===== src/rtl/stack_cpu_sequencer_if.sv =====
// Load stream and memory write port of the stack CPU run controller.
// The sequencer sits on the slave side; the host/loader and memory sit on the master side.
interface stack_cpu_sequencer_if;
  logic       load_valid;
  logic [7:0] load_data;
  logic       load_last;
  logic       load_ready;
  logic       mem_we;
  logic [7:0] mem_addr;
  logic [7:0] mem_wdata;

  modport master (
    output load_valid, load_data, load_last,
    input  load_ready, mem_we, mem_addr, mem_wdata
  );

  modport slave (
    input  load_valid, load_data, load_last,
    output load_ready, mem_we, mem_addr, mem_wdata
  );
endinterface


===== src/rtl/stack_cpu_sequencer.sv =====
// Run controller for the 8-bit stack CPU: loads a program, seeds the
// mailbox bytes, then single-steps the core until halt, timeout or fault.
module stack_cpu_sequencer #(
  parameter int END_ADDR    = 37,
  parameter int MAX_STEPS   = 255,
  parameter int PROG_LIMIT  = 252,
  parameter int STACK_DEPTH = 8
) (
  input  logic       clk,
  input  logic       rst_n,
  input  logic       start,
  input  logic [7:0] x,
  stack_cpu_sequencer_if.slave bus,
  output logic       cpu_rst,
  output logic       cpu_step,
  input  logic [7:0] cpu_pc,
  input  logic [3:0] cpu_sp,
  output logic       busy,
  output logic       done,
  output logic       timeout,
  output logic       fault,
  output logic [7:0] step_count
);

  typedef enum logic [2:0] {
    IDLE,
    LOAD,
    INIT,
    RUN,
    DONE
  } state_e;

  localparam logic [7:0] END_PC   = 8'(END_ADDR);
  localparam logic [7:0] STEP_MAX = 8'(MAX_STEPS);
  localparam logic [7:0] PROG_MAX = 8'(PROG_LIMIT);
  localparam logic [3:0] SP_MAX   = 4'(STACK_DEPTH);

  state_e     state_q, state_d;
  logic [7:0] addr_q, addr_d;
  logic [7:0] x_q, x_d;
  logic [7:0] step_q, step_d;
  logic       timeout_q, timeout_d;
  logic       fault_q, fault_d;
  logic [1:0] init_q, init_d;

  logic sp_bad;
  logic pc_end;
  logic budget_out;

  // sp is 4 bits, so an underflow wrap to 15 is caught here too
  assign sp_bad     = cpu_sp > SP_MAX;
  assign pc_end     = cpu_pc == END_PC;
  assign budget_out = step_q == STEP_MAX;

  always_comb begin
    state_d        = state_q;
    addr_d         = addr_q;
    x_d            = x_q;
    step_d         = step_q;
    timeout_d      = timeout_q;
    fault_d        = fault_q;
    init_d         = init_q;
    bus.load_ready = 1'b0;
    bus.mem_we     = 1'b0;
    bus.mem_addr   = 8'd0;
    bus.mem_wdata  = 8'd0;
    cpu_step       = 1'b0;

    unique case (state_q)
      IDLE, DONE: begin
        if (start) begin
          state_d   = LOAD;
          x_d       = x;
          step_d    = 8'd0;
          timeout_d = 1'b0;
          fault_d   = 1'b0;
          addr_d    = 8'd0;
        end
      end
      LOAD: begin
        bus.load_ready = 1'b1;
        if (bus.load_valid) begin
          bus.mem_we    = 1'b1;
          bus.mem_addr  = addr_q;
          bus.mem_wdata = bus.load_data;
          addr_d        = addr_q + 8'd1;
          if (bus.load_last) begin
            state_d = INIT;
            init_d  = 2'd0;
          end else if (addr_q == PROG_MAX) begin
            state_d = DONE;
            fault_d = 1'b1;
          end
        end
      end
      INIT: begin
        bus.mem_we    = 1'b1;
        bus.mem_addr  = 8'd253 + {6'd0, init_q};
        bus.mem_wdata = (init_q == 2'd2) ? x_q : 8'd0;
        init_d        = init_q + 2'd1;
        if (init_q == 2'd2) begin
          state_d = RUN;
          init_d  = 2'd0;
        end
      end
      RUN: begin
        if (sp_bad) begin
          state_d = DONE;
          fault_d = 1'b1;
        end else if (pc_end) begin
          state_d = DONE;
        end else if (budget_out) begin
          state_d   = DONE;
          timeout_d = 1'b1;
        end else begin
          cpu_step = 1'b1;
          if (step_q != 8'hFF) begin
            step_d = step_q + 8'd1;
          end
        end
      end
      default: state_d = IDLE;
    endcase
  end

  always_ff @(posedge clk) begin
    if (!rst_n) begin
      state_q   <= IDLE;
      addr_q    <= 8'd0;
      x_q       <= 8'd0;
      step_q    <= 8'd0;
      timeout_q <= 1'b0;
      fault_q   <= 1'b0;
      init_q    <= 2'd0;
    end else begin
      state_q   <= state_d;
      addr_q    <= addr_d;
      x_q       <= x_d;
      step_q    <= step_d;
      timeout_q <= timeout_d;
      fault_q   <= fault_d;
      init_q    <= init_d;
    end
  end

  assign cpu_rst    = (state_q == IDLE) || (state_q == LOAD) ||
                      (state_q == INIT);
  assign busy       = (state_q == LOAD) || (state_q == INIT) ||
                      (state_q == RUN);
  assign done       = state_q == DONE;
  assign timeout    = timeout_q;
  assign fault      = fault_q;
  assign step_count = step_q;

endmodule


===== src/flat_wrapper.sv =====
// flat-port wrapper written by rule: the top's interface ports become plain ports
module stack_cpu_sequencer_flat 
#(
  parameter int END_ADDR    = 37,
  parameter int MAX_STEPS   = 255,
  parameter int PROG_LIMIT  = 252,
  parameter int STACK_DEPTH = 8
)
  (clk, rst_n, start, x, cpu_rst, cpu_step, cpu_pc, cpu_sp, busy, done, timeout, fault, step_count, bus_load_valid, bus_load_data, bus_load_last, bus_load_ready, bus_mem_we, bus_mem_addr, bus_mem_wdata);
  stack_cpu_sequencer_if bus_i ();
  input  logic clk;
  input  logic rst_n;
  input  logic start;
  input  logic [7:0] x;
  output logic cpu_rst;
  output logic cpu_step;
  input  logic [7:0] cpu_pc;
  input  logic [3:0] cpu_sp;
  output logic busy;
  output logic done;
  output logic timeout;
  output logic fault;
  output logic [7:0] step_count;
  input wire logic [$bits(bus_i.load_valid)-1:0] bus_load_valid;
  input wire logic [$bits(bus_i.load_data)-1:0] bus_load_data;
  input wire logic [$bits(bus_i.load_last)-1:0] bus_load_last;
  output wire logic [$bits(bus_i.load_ready)-1:0] bus_load_ready;
  output wire logic [$bits(bus_i.mem_we)-1:0] bus_mem_we;
  output wire logic [$bits(bus_i.mem_addr)-1:0] bus_mem_addr;
  output wire logic [$bits(bus_i.mem_wdata)-1:0] bus_mem_wdata;
  assign bus_i.load_valid = bus_load_valid;
  assign bus_i.load_data = bus_load_data;
  assign bus_i.load_last = bus_load_last;
  assign bus_load_ready = bus_i.load_ready;
  assign bus_mem_we = bus_i.mem_we;
  assign bus_mem_addr = bus_i.mem_addr;
  assign bus_mem_wdata = bus_i.mem_wdata;
  stack_cpu_sequencer #(.END_ADDR(END_ADDR), .MAX_STEPS(MAX_STEPS), .PROG_LIMIT(PROG_LIMIT), .STACK_DEPTH(STACK_DEPTH)) u_core (.clk(clk), .rst_n(rst_n), .start(start), .x(x), .bus(bus_i), .cpu_rst(cpu_rst), .cpu_step(cpu_step), .cpu_pc(cpu_pc), .cpu_sp(cpu_sp), .busy(busy), .done(done), .timeout(timeout), .fault(fault), .step_count(step_count));
endmodule

===== config.mk =====
export PLATFORM = sky130hd
export DESIGN_NAME = stack_cpu_sequencer_flat
export DESIGN_NICKNAME = d
export VERILOG_FILES = /design/src/rtl/stack_cpu_sequencer_if.sv /design/src/rtl/stack_cpu_sequencer.sv /design/src/flat_wrapper.sv
export SDC_FILE = /design/constraint.sdc
export NUM_CORES = 1
export LEC_CHECK = 0
export CORE_ASPECT_RATIO = 0.5
export CORE_MARGIN = 2
export CORE_UTILIZATION = 50
export CTS_BUF_LIST = sky130_fd_sc_hd__clkbuf_8
export CTS_CLUSTER_DIAMETER = 150
export CTS_CLUSTER_SIZE = 8
export DETAILED_ROUTE_END_ITERATION = 7
export PLACE_DENSITY = 0.88
export SLEW_MARGIN = 40
export SYNTH_ARGS = -nofsm -noshare
export SYNTH_HDL_FRONTEND = slang
export SYNTH_SLANG_ARGS = --single-unit
export TNS_END_PERCENT = 10

===== constraint.sdc =====
create_clock -name clk -period 3.6 [get_ports clk]
set_input_delay 0.72 -clock clk [delete_from_list [all_inputs] [get_ports clk]]
set_output_delay 0.72 -clock clk [all_outputs]
set_load 0.005 [all_outputs]

==> After elaboration in Yosys (flattened, before gate mapping) <==
Cells that the tools add are included.
{ "classes": {"addsub": 4, "n_lt_le_gt_ge": 1, "eq_ne": 23, "mux": 43, "reduce_logical": 17} }
{ "ops": {"columns": ["cell", "count"], "rows": [
  ["$mux W8", 9],
  ["$pmux W8 S2", 4],
  ["$mux W3", 8],
  ["$add A8 B1 Y8 const B", 2],
  ["$eq A8 B8 Y1 const B", 2],
  ["$mux W1", 14],
  ["$ne A2 B2 Y1 const B", 7],
  ["$pmux W3 S4", 1],
  ["$reduce_and A6 Y1", 2],
  ["$ne A2 B1 Y1 const B", 5],
  ["$reduce_and A5 Y1", 2],
  ["$eq A8 B6 Y1 const B", 1],
  ["$ne A8 B8 Y1 const B", 1],
  ["$eq A3 B2 Y1 const B", 2],
  ["$mux W2", 3],
  ["$reduce_and A3 Y1", 2],
  ["$reduce_bool A2 Y1", 3],
  ["$add A3 B3 Y4 const A", 1],
  ["$gt A4 B4 Y1 const B", 1],
  ["$logic_or A1 B1 Y1", 4],
  ["$ne A4 B1 Y1 const B", 1],
  ["$pmux W1 S2", 2],
  ["$pmux W2 S2", 1],
  ["$eq A3 B1 Y1 const B", 1],
  ["9 further kinds", 9]
]} }
{ "word_totals": {"regBits": 31, "in_bits": 33, "elab_cells": 95} }

==> Longest topological paths before layout <==
Gate-level depths: netlist of the first run.
{ "logic_depth": {"word_depth": 6, "mapped_depth": 7, "depth_no_buf": 6} }

==> Worst setup path after synthesis of the first run <==
No wires, ideal clock.
{ "synth_timing": {"kind": "input-to-output", "start": "in cpu_pc[4]", "end": "out cpu_step", "arrival_time_ps": 1733, "slack_ps": 1147, "path_stages": 4, "path_cell_list": "or4b_4 o211a_1 nand2b_1 inv_1"} }
{ "synth_via": {"elab_chain_cells": 4} }
{ "synth_rtl": {"columns": ["item", "line", "text"], "rows": [
  ["start: declaration", "flat_wrapper.sv:17", "input logic [7:0] cpu_pc;"],
  ["$eq A8 B6 Y1", "stack_cpu_sequencer.sv:52", "assign pc_end = cpu_pc == END_PC;"],
  ["$mux W1", "stack_cpu_sequencer.sv:110", "end else if (pc_end) begin"],
  ["$mux W1", "stack_cpu_sequencer.sv:107", "if (sp_bad) begin"],
  ["$mux W1", "stack_cpu_sequencer.sv:69", "unique case (state_q)"],
  ["end: declaration", "flat_wrapper.sv:16", "output logic cpu_step;"]
]} }
No other way between the ends.

==> Worst setup path after layout of the first run <==
Same ends and word-level chain as after synthesis.

==> results.md, run 1 <==
* Largest net degree at the start of global routing at 19
* RSZ-0062 raised after global routing: no
* Crit path kind: in2out
* Die area at between 4000 and 5000 sq um
* Slew of the pin with the lowest slew margin at approximately 0.57 ns
* Initial Util at 0.530
* Final wirelength at a little under 5000 um
* Final setup TNS at 0 ns
* DR DRC count at 0
* FMAX at 296 MHz
* Die Y at ~47 um
* Fraction of registers with async set/reset at 0
* Crit end category: output pin
* DR iter-0 viols at 104
* Resize count post-CTS at 0
* Core Area at 3470 sq um
* Worst Path Max Fanout at 5
* Cts bufs inserted at 5
* Pwr dens at 332 nW/um^2
* Syn avg cell area at roughly 8 sq um
* EDFF count, synth at 0
* Postcts setup bufs at 0
* Worst vdd ir at 196 uV
* Final net count at 324
* Slew Viols, Final at 0
* Vias in the first global route at 1670
* Total grt overflow at 0
* Final Cell Area at ~2600 sq um
* Total Routing Usage GR at 0.240
* #FFs+latches synth at 31
* Layout area overhead at 42.7%
* Max Buffers Root-to-Sink at 2
* CTS root buf: clkbuf_8
* Final cell count without fillers at approximately 340
* H-tree depth at 2
* Synth Flop Type: dfxtp_1
* Antenna violations before repair at 0
* Overall power at 0.870 mW
* Synthesized area at 1840 sq um
* FP Rows at 15
* Routability cong. at between 0.8 and 0.9
* Final core occ at 0.756
* Post-DP Area at 2510 sq um
* Hold Violations, Final at 0
* Drt pass-1 iters at 4
* PortBufs at 64
* Data required, critical path at 2.88 ns
* Post-DP HPWL at 3560 um
* Fill cells at 240
* Post-DR wirelength/cell at 14.5 um
* CTS sink count at 31
* Commonest non-fill, non-tap cell in the layout: clkdlybuf4s50_1
* First-pass GRT wire length at 7920 um
* Placed Cells at 328
* CTS tree: done
* # Max-Cap Violations at 0
* Ports at 65
* Pleak at 1.03 nW
* Synthesized Nets at about 260
* Sequential share of the synthesized area at 0.337
* Worst EP arrival at 2.66 ns
* Clock slew at reported path FFs at 0.06 ns
* Hold Crit Class: reg2reg
* Hold_buf cts at 0
* Clock Latency Late Sink at 0.28 ns
* Share of layout cells above drive strength 1 at 0.0561
* Chip Width at 89.8 um
* Final setup fails at 0
* Vias post-DR at 1891
* Most frequent cells in the layout: clkdlybuf4s50_1 (64), nand2_1 (35), dfxtp_1 (31)
* Drt via density at 5.63
* Post-synthesis cell count at 224
* Tmin final at 3.38 ns
* Final Cycle Share at 0.938
* Outcome: complete, no violations
* Worst slew margin at 0.617
* YS warnings at 0
* CP Launch Type: primary input
* Antenna Nets Post-Route at 0
* Clk_skew at about 0.0033 ns
* Netlist cell types at 47
* Diode count at 0
registers in the layout, summed over array words and instances (netlist names):
| name | flops |
|---|---|
| u_core.x_q | 8 |
| u_core.init_q | 2 |
| u_core.state_q | 3 |
| u_core.timeout | 1 |
| u_core.fault | 1 |
| u_core.addr_q | 8 |
| u_core.step_count | 8 |
cells by family after synthesis:
family | synth area share
XOR/XNOR | 0.0286
AND/OR/NAND/NOR | 0.260
flip-flops | 0.337
AO/OA/AOI/OAI | 0.263
adder cells (fa/ha/maj) | 0.0476
buffers and inverters | 0.0585
multiplexers | 0.00544
critical path, cell delays in order:
cell             delay [ns]
clkdlybuf4s50_1        0.40
or4b_4                 0.57
o211a_1                0.31
nand2b_1               0.16
inv_1                  0.06
clkdlybuf4s50_1        0.44
where the power goes:
group | switching [mW] | internal [mW] | total, mW
Clock | 0.130 | 0.224 | 0.354
Sequential | 0.0134 | 0.354 | 0.367
Combinational | 0.0665 | 0.0826 | 0.149
cells in the mapped netlist, types with 4 or more instances:
cell,n,area share
nand2_1,35,0.071
dfxtp_1,31,0.34
a21oi_1,18,0.049
nor2_1,14,0.029
inv_1,9,0.018
o211ai_1,9,0.037
a22o_1,8,0.038
a21o_1,7,0.029
ha_1,7,0.048
clkbuf_1,6,0.012
nand3_1,6,0.016
xor2_1,6,0.029
and3_1,5,0.017
buf_2,5,0.014
o21ai_0,5,0.014
nand4_1,4,0.014
layout make-up:
cell class | count | area, sq um | share of cell area
sequential | 31 | 621 | 0.236
inverter | 9 | 33.8 | 0.0129
timing repair buffer | 67 | 663 | 0.253
clock inverter | 2 | 35.0 | 0.0133
clock buffer | 6 | 82.6 | 0.0315
multi-input combinational | 170 | 1130 | 0.429
tap | 51 | 63.8 | 0.0243
per-layer routing:
metal	track usage	share of wire	vias up
li1	-	-	939
met1	0.296	0.43	879
met2	0.420	0.49	68
met3	0.0738	0.075	5
met4	0.0862	0.0074	0
met5	0	0	-
through the flow:
step	worst slack, ns	hold slack, ns
finish	0.223	0.449
global route	0.129	0.482
CTS	0.213	0.448
detailed placement	0.222	0.439
global placement	0.230	0.435
floorplan	1.15	0.436
worst paths after layout:
kind / cells past startpoint / startpoint / slack (ns) / to
worst max-delay path: 6 / cpu_pc[4] / 0.22 / cpu_step
worst min-delay path: 2 / u_core.fault / 0.45 / u_core.fault
worst max register to register: 4 / u_core.state_q[1] / 1.56 / u_core.step_count[3]
worst min register to register: 2 / u_core.fault / 0.45 / u_core.fault
Note: power is estimated with default switching activity, not from simulation.
==> run 2: changes to the inputs <==
- CORE_UTILIZATION: 50 -> 48
- CTS_BUF_LIST: sky130_fd_sc_hd__clkbuf_8 -> sky130_fd_sc_hd__clkbuf_16
- PLACE_DENSITY: 0.88 -> 0.85
==> run 2 against run 1 <==
  * Sequential power about the same
  * Routed wire length increased by 2.2%
  * Maximum frequency decreased by 0.28%
  * Critical path type unchanged
  * Critical endpoint unchanged
==> results.md, run 2 (same netlist as run 1, synthesis figures left out) <==
* Outcome: complete, no violations
* Final Cycle Share at 0.941 (+0.00260)
* Antenna violations before repair at 0 (unchanged)
* Crit path cell chain: clkdlybuf4s50_1, or4b_4, o211a_1, nand2b_1, inv_1, clkdlybuf4s50_1
* Core Area at 3550 sq um (+2.2%)
* FP Rows at 15 (unchanged)
* Most frequent cells in the layout: clkdlybuf4s50_1 (64), nand2_1 (35), dfxtp_1 (31)
* Crit-path max cell delay at 0.57 ns (about the same)
* Antenna Nets Post-Route at 0 (unchanged)
* Worst vdd ir at 216 uV (+9.7%)
* CP Launch Type: primary input
* Post-DP Area at 2520 sq um (+0.50%)
* Pwr dens at 344 nW/um^2 (+3.9%)
* Crit path kind: in2out
* Worst r2r dst: u_core.step_count[5]
* # Max-Cap Violations at 0 (unchanged)
* Largest net degree at the start of global routing at 25 (+6)
* PortBufs at 64 (unchanged)
* Data required, critical path at 2.88 ns (about the same)
* Final worst setup slack at 0.214 ns (-0.00938 ns)
* Slew of the pin with the lowest slew margin at 0.578 ns (+0.00440 ns)
* Fill cells at 242 (+0.83%)
* Drt pass-1 iters at 4 (unchanged)
* Post-DR wirelength/cell at 14.8 um (+2.2%)
* Diode count at 0 (unchanged)
* Hold Path Sink: u_core.fault
* RSZ-0062 raised after global routing: no
* Hold path cells at 2 (unchanged)
* Clock slew at reported path FFs at 0.05 ns (about the same)
* Hold_buf cts at 0 (unchanged)
* Final core occ at 0.750 (-0.00612)
* Commonest non-fill, non-tap cell in the layout: clkdlybuf4s50_1
* Final Cell Area at 2660 sq um (+1.3%)
* Slew Viols, Final at 0 (unchanged)
* DR iter-0 viols at 90 (-13%)
* Total grt overflow at 0 (unchanged)
* Max stage delay cell, worst path: or4b_4
* FF-to-FF Start: u_core.state_q[0]
* Clk_skew at 0.00345 ns (+0.000182 ns)
* Crit end category: output pin
* Worst EP arrival at 2.67 ns (about the same)
* Final net count at 324 (unchanged)
* Worst Path Max Fanout at 5 (unchanged)
* First-pass GRT wire length at 7930 um (about the same)
* Layout area overhead at 44.6%
* Final setup TNS at 0 ns (unchanged)
* Die Y at 47.8 um (+1.9%)
* Cts bufs inserted at 5 (unchanged)
* FMAX at 295 MHz (-0.28%)
* CTS sink count at 31 (unchanged)
* Share of layout cells above drive strength 1 at 0.0561 (unchanged)
* Pleak at 1.05 nW (+1.5%)
* CTS root buf: clkbuf_16
* Routability cong. at 0.829 (about the same)
* CTS tree: done
* Tmin final at 3.39 ns (+0.00938 ns)
* Final setup fails at 0 (unchanged)
* Die area at 4370 sq um (+3.9%)
* Post-DP HPWL at 3480 um (-2.1%)
* Ports at 65 (unchanged)
* Chip Width at 91.5 um (+2.0%)
* Clock Latency Late Sink at 0.27 ns (about the same)
* HP Start: u_core.fault
* DR DRC count at 0 (unchanged)
* Postcts setup bufs at 0 (unchanged)
* Worst slew margin at 0.614 (-0.00334)
* Vias in the first global route at 1853 (+11%)
* Drt via density at 5.68 (+0.85%)
* Vias post-DR at 1907 (+0.85%)
* Hold Crit Class: reg2reg
* Pre-CTS setup slack at 0.217 ns (-0.00408 ns)
* CP most frequent cell: clkdlybuf4s50_1
* Resize count post-CTS at 0 (unchanged)
* Initial Util at 0.519 (-0.0112)
* Reg2reg setup slack at 1.70 ns (+0.14 ns)
* Hold Violations, Final at 0 (unchanged)
* Final wirelength at 4980 um (+2.2%)
* Placed Cells at 328 (unchanged)
* H-tree depth at 2 (unchanged)
* Total Routing Usage GR at 0.232 (-0.00736)
* R2R depth at 4 (unchanged)
* Max Buffers Root-to-Sink at 2 (unchanged)
* Final cell count without fillers at 336 (unchanged)
==> run 2: worst max-delay path: cells and delay by family <==
family	cells	cell delay [ns]
simple gates	2	0.75
buf+inv	3	0.90
compound gates	1	0.30
==> run 2: power by group <==
group          switching (mW)  leakage [nW]  internal [mW]
combinational          0.0683         0.724         0.0843
clock                   0.146        0.0733          0.252
sequential             0.0118         0.252          0.355
==> run 2: worst max-delay path by stage <==
stage,startpoint,endpoint,slack (ns),cells after the start
global route,cpu_pc[4],cpu_step,0.15,6
detailed placement,cpu_pc[4],cpu_step,0.22,6
global placement,cpu_pc[4],cpu_step,0.25,6
floorplan,cpu_pc[4],cpu_step,1.15,4
finish,cpu_pc[4],cpu_step,0.21,6
CTS,cpu_pc[4],cpu_step,0.19,6
==> run 2: cell type report <==
cell class / instances / area, sq um / area share
timing repair buffer: 67 / 676 / 0.254
inverter: 9 / 33.8 / 0.0127
sequential: 31 / 621 / 0.233
clock inverter: 3 / 15.0 / 0.00564
clock buffer: 5 / 125 / 0.0470
multi-input combinational: 170 / 1130 / 0.423
tap: 51 / 63.8 / 0.0240
==> run 2: metal layers <==
metal  vias up  global-route usage  share of wire
met5         -                   0              0
met2        73               0.451           0.50
li1        936                   -              -
met4         0               0.109         0.0062
met1       892               0.256           0.42
met3         6              0.0583          0.068
==> run 2: stage by stage <==
step | power (mW) | hold WS (ns)
after global routing | 0.950 | 0.485
after CTS | 0.920 | 0.450
after detailed placement | 0.524 | 0.443
after global placement | 0.521 | 0.435
after floorplan | 0.441 | 0.436
final | 0.916 | 0.444
==> run 3: changes to the inputs <==
- HOLD_SLACK_MARGIN: unset -> 0.08
==> results of run 3 <==
No change in the layout: final DEF, timing and power equal those of run 2.
